### src/rtl/mult_seq_pkg.sv
// Shared state encoding and default sizing for the sequential shift-and-add multiplier.
package mult_seq_pkg;

  localparam int DEFAULT_WIDTH = 16;
  localparam int DEFAULT_CNT_W = 5;

  typedef enum logic [1:0] {
    ST_IDLE = 2'd0,
    ST_RUN  = 2'd1,
    ST_DONE = 2'd2
  } state_t;

endpackage

### src/rtl/mult_seq_cnt.sv
// Iteration counter for mult_seq_ctrl; flags the final iteration (cnt == WIDTH-1).
module mult_seq_cnt #(
  parameter int WIDTH = 16,
  parameter int CNT_W = 5
) (
  input  logic clk,
  input  logic rst,
  input  logic clr,
  input  logic en,
  output logic last
);

  logic [CNT_W-1:0] cnt;

  // NOTE: sequential state uses non-blocking assignments so every register samples pre-edge values.
  always_ff @(posedge clk) begin
    if (rst || clr) begin
      cnt <= '0;
    end else if (en) begin
      cnt <= cnt + CNT_W'(1);
    end
  end

  assign last = (cnt == CNT_W'(WIDTH - 1));

endmodule

### src/rtl/mult_seq_ctrl.sv
// Radix-2 shift-and-add multiply sequencer driving an external WIDTH-bit adder.
// Optional build macro MULT_SEQ_ZERO_BYPASS_EN: zero operands skip RUN and finish in one cycle.
module mult_seq_ctrl
  import mult_seq_pkg::*;
#(
  parameter int WIDTH = DEFAULT_WIDTH,
  parameter int CNT_W = DEFAULT_CNT_W
) (
  input  logic               clk,
  input  logic               rst,
  input  logic               start,
  input  logic [WIDTH-1:0]   a,
  input  logic [WIDTH-1:0]   b,
  output logic               busy,
  output logic               done,
  output logic [2*WIDTH-1:0] product,
  output logic [WIDTH-1:0]   add_c,
  output logic [WIDTH-1:0]   add_d,
  output logic               add_cin,
  input  logic [WIDTH-1:0]   add_s,
  input  logic               add_cout
);

  state_t           state;
  logic [WIDTH-1:0] m_reg;
  logic [WIDTH-1:0] p_hi;
  logic [WIDTH-1:0] p_lo;
  logic             accept;
  logic             bypass;
  logic             cnt_last;

  assign accept = start && (state == ST_IDLE || state == ST_DONE);

`ifdef MULT_SEQ_ZERO_BYPASS_EN
  assign bypass = (a == '0) || (b == '0);
`else
  assign bypass = 1'b0;
`endif

  mult_seq_cnt #(
    .WIDTH(WIDTH),
    .CNT_W(CNT_W)
  ) u_cnt (
    .clk  (clk),
    .rst  (rst),
    .clr  (accept),
    .en   (state == ST_RUN),
    .last (cnt_last)
  );

  always_ff @(posedge clk) begin
    if (rst) begin
      // NOTE: datapath registers are reset too, since product must read 0 after reset.
      state <= ST_IDLE;
      m_reg <= '0;
      p_hi  <= '0;
      p_lo  <= '0;
      busy  <= 1'b0;
      done  <= 1'b0;
    end else begin
      case (state)
        ST_IDLE, ST_DONE: begin
          if (start) begin
            m_reg <= a;
            p_hi  <= '0;
            p_lo  <= bypass ? '0 : b;
            state <= bypass ? ST_DONE : ST_RUN;
            busy  <= !bypass;
            done  <= bypass;
          end else begin
            state <= ST_IDLE;
            busy  <= 1'b0;
            done  <= 1'b0;
          end
        end
        ST_RUN: begin
          // Carry lands in the top bit before the shift, so the product never overflows.
          {p_hi, p_lo} <= {add_cout, add_s, p_lo[WIDTH-1:1]};
          if (cnt_last) begin
            state <= ST_DONE;
            busy  <= 1'b0;
            done  <= 1'b1;
          end
        end
        default: begin
          state <= ST_IDLE;
          busy  <= 1'b0;
          done  <= 1'b0;
        end
      endcase
    end
  end

  assign product = {p_hi, p_lo};
  assign add_c   = p_hi;
  assign add_d   = (state == ST_RUN && p_lo[0]) ? m_reg : '0;
  assign add_cin = 1'b0;

endmodule

### config.mk
export PLATFORM = sky130hd
export DESIGN_NAME = mult_seq_ctrl
export DESIGN_NICKNAME = d
export VERILOG_FILES = /design/src/rtl/mult_seq_pkg.sv /design/src/rtl/mult_seq_cnt.sv /design/src/rtl/mult_seq_ctrl.sv
export SDC_FILE = /design/constraint.sdc
export NUM_CORES = 1
export LEC_CHECK = 0
export CAP_MARGIN = 30
export CELL_PAD_IN_SITES_DETAIL_PLACEMENT = 1
export CELL_PAD_IN_SITES_GLOBAL_PLACEMENT = 1
export CORE_MARGIN = 3
export CORE_UTILIZATION = 43
export CTS_CLUSTER_SIZE = 12
export DETAILED_ROUTE_END_ITERATION = 16
export DONT_BUFFER_PORTS = 1
export GPL_TIMING_DRIVEN = 0
export PLACE_DENSITY = 0.79
export SLEW_MARGIN = 20
export SYNTH_ARGS = -nofsm -noshare
export SYNTH_HDL_FRONTEND = slang
export SYNTH_SLANG_ARGS = --single-unit
### constraint.sdc
create_clock -name clk -period 1.64 [get_ports clk]
set_input_delay 0 -clock clk [delete_from_list [all_inputs] [get_ports clk]]
set_output_delay 0 -clock clk [all_outputs]
set_load 0.01 [all_outputs]
==> results.sh <==
export IMPL_status="completed"
export IMPL_setup_tns_ns=0
export IMPL_postSynthAreaPerCell_sq_um=8.71
export IMPL_synth_top_family_by_area="simple AND/OR/NAND/NOR gates"
export IMPL_fillers=602
export IMPL_rows=26
export IMPL_final_design_area_no_fill_sq_um=3140
export IMPL_synth_nets=325
export IMPL_critPathKind="flop to output port"
export IMPL_regArea_sq_um=1140
export IMPL_synth_adder_area_share=0.0106
export IMPL_grt_usage=0.231
export IMPL_area_growth_pct=33.1
export IMPL_ys_ff_latch=57
export IMPL_clock_sinks=57
export IMPL_io_pins=119
export IMPL_cts_clk_slew_worst_paths_ns=0.07
export IMPL_synth_simple_area_share=0.196
export IMPL_report_final_slew_viol_count=0
export IMPL_io_buffers=0
export IMPL_globalplace_congestion=0.680
export IMPL_die_w_um=80.1
export IMPL_ys_types=31
export IMPL_arrival_ns=1.56
export IMPL_via_per_inst=5.38
export IMPL_die_height_um=80.1
export IMPL_pre_cts_slack_ns=0.303
export IMPL_critPathLaunchType="flop"
export IMPL_p_total_mw=3.28
export IMPL_yosysWarnings=0
export IMPL_drive_above_1_share=0.181
export IMPL_power_density_nw_per_um2=1040
export IMPL_final_setup_viol_count=0
export IMPL_period_minus_slack_ns=1.56
export IMPL_synthMuxAreaShare=0
export IMPL_min_path_cells=4
export IMPL_grt_pass1_vias=2354
export IMPL_syn_inst=271
export IMPL_yosysSeqAreaShare=0.484
export IMPL_htreeDepth=3
export IMPL_synth_area_leaders="dfxtp_1 48%, nand2_1 11%, buf_4 6.0%"
export IMPL_synth_compound_area_frac=0.194
export IMPL_via_count=2189
export IMPL_avgRoutedWirePerCell_um=17.8
export IMPL_synth_edf_count=0
export IMPL_cts_setup_buffers=0
export IMPL_core_area_sq_um=5200
export IMPL_drtAntennaViolNets=0
export IMPL_cp_max_fo=10
export IMPL_synth_top_cell_by_area="dfxtp_1"
export IMPL_die_area_sq_um=6410
export IMPL_cts_buffers=9
export IMPL_yosysTopAreaCellShare=0.484
export IMPL_grt_pass1_wl_mm=11.4
export IMPL_multi_input_area_sq_um=965
export IMPL_drc=0
export IMPL_finalHoldViolCount=0
export IMPL_yosys_most_used_dff="dfxtp_1"
export IMPL_hp_class="input port to flop"
export IMPL_nets=386
export IMPL_initial_core_util=0.453
export IMPL_place_area_sq_um=2450
export IMPL_antenna_found_initial=0
export IMPL_clock_skew_ns=0.0105
export IMPL_cts_tree="built"
export IMPL_clock_path_buffers=2
export IMPL_totalWireLength_mm=7.26
export IMPL_synth_xor_xnor_area_share=0.00742
export IMPL_rsz0062_at_grt="no"
export IMPL_grt_max_degree=11
export IMPL_first_pass_iters=4
export IMPL_peakVddDrop_v=0.000525
export IMPL_drtIter0Drc=106
export IMPL_finalCritPeriodShare=0.948
export IMPL_power_static_leakage_nw=1.33
export IMPL_worst_slack_ns=0.0850
export IMPL_cts_hold_buf=50
export IMPL_synthArstFlopShare=0
export IMPL_netlist_area_sq_um=2360
export IMPL_cap_violations=0
export IMPL_post_cts_resized=0
export IMPL_r2r_cells=5
export IMPL_cp_required_ns=1.64
export IMPL_root_buffer="clkbuf_8"
export IMPL_worstSkewPairLatency_ns=0.34
export IMPL_max_freq_mhz=643
export IMPL_n_antenna_cell=0
export IMPL_dpl_hpwl_mm=4.25
export IMPL_cp_end_kind="output port"
export IMPL_grt_overflow=0
critical path: stages, from the launching register on:
cell      delay (ns)
dfxtp_1         0.38
and2b_4         0.23
clkbuf_1        0.32
and3_1          0.29
where the power goes:
group          leakage [nW]  internal (mW)  switching, mW
combinational         0.758          0.217          0.230
sequential            0.468           1.48          0.108
clock                 0.102          0.709          0.540
final cells by class:
cell class / instances / share of cell area
Buffer: 37 / 0.0785
Clock buffer: 14 / 0.0582
Clock inverter: 2 / 0.00319
Inverter: 2 / 0.00239
Multi-Input combinational cell: 175 / 0.307
Sequential cell: 57 / 0.363
Tap cell: 70 / 0.0279
Timing Repair Buffer: 50 / 0.159
cells by family (layout without fill, tap and decap cells):
| kind of cell | Yosys count | count (layout) |
|---|---|---|
| buf+inv | 39 | 105 |
| simple gates | 99 | 99 |
| xor+xnor | 2 | 2 |
| fa+ha+maj | 2 | 2 |
| flops | 57 | 57 |
| other cells | 1 | 1 |
| compound gates | 71 | 71 |
layer usage:
layer  up-vias  GRT usage  wire length, um
li1       1034          -                -
met1      1060      0.253             2860
met2        85      0.412             3750
met3        10     0.0729              525
met4         0     0.0895              112
met5         -          0                0
path summary, 6_finish.rpt:
path                            slack (ns)          from   endpoint
worst min register to register        0.45     m_reg[13]  m_reg[13]
worst min-delay path                  0.04         start    p_lo[1]
worst max register to register        0.30  u_cnt.cnt[0]       busy
worst max-delay path                  0.08      state[0]  add_d[15]
metrics by stage:
step,cells,hold slack (ns),util
CTS,407,0.0418,0.603
floorplan,271,0.133,-
detailed placement,341,0.137,0.470
finish,407,0.0449,0.603
global placement,341,0.136,0.470
global route,407,0.0597,0.603
synthesized netlist by cell type (all sizes together), types with 2 or more instances:
library cell and number:
nand2b 2, dfxtp 57, nand2 67, inv 2, nor2 5, clkbuf 5
buf 32, a21oi 19, o21a 2, nand3b 2, a22o 16, ha 2
a31oi 16, o21ai 17, and3 18
layout by cell type (no fill, tap or decap), drive strengths merged, types with 2 or more instances in the layout:
| cell | n |
|---|---|
| a21oi | 19 |
| a22o | 16 |
| a31oi | 16 |
| and3 | 18 |
| buf | 32 |
| clkbuf | 19 |
| clkinv | 2 |
| dfxtp | 57 |
| dlygate4sd3 | 50 |
| ha | 2 |
| inv | 2 |
| nand2 | 67 |
| nand2b | 2 |
| nand3b | 2 |
| nor2 | 5 |
| o21a | 2 |
| o21ai | 17 |
(Power assumes the default switching activity.)
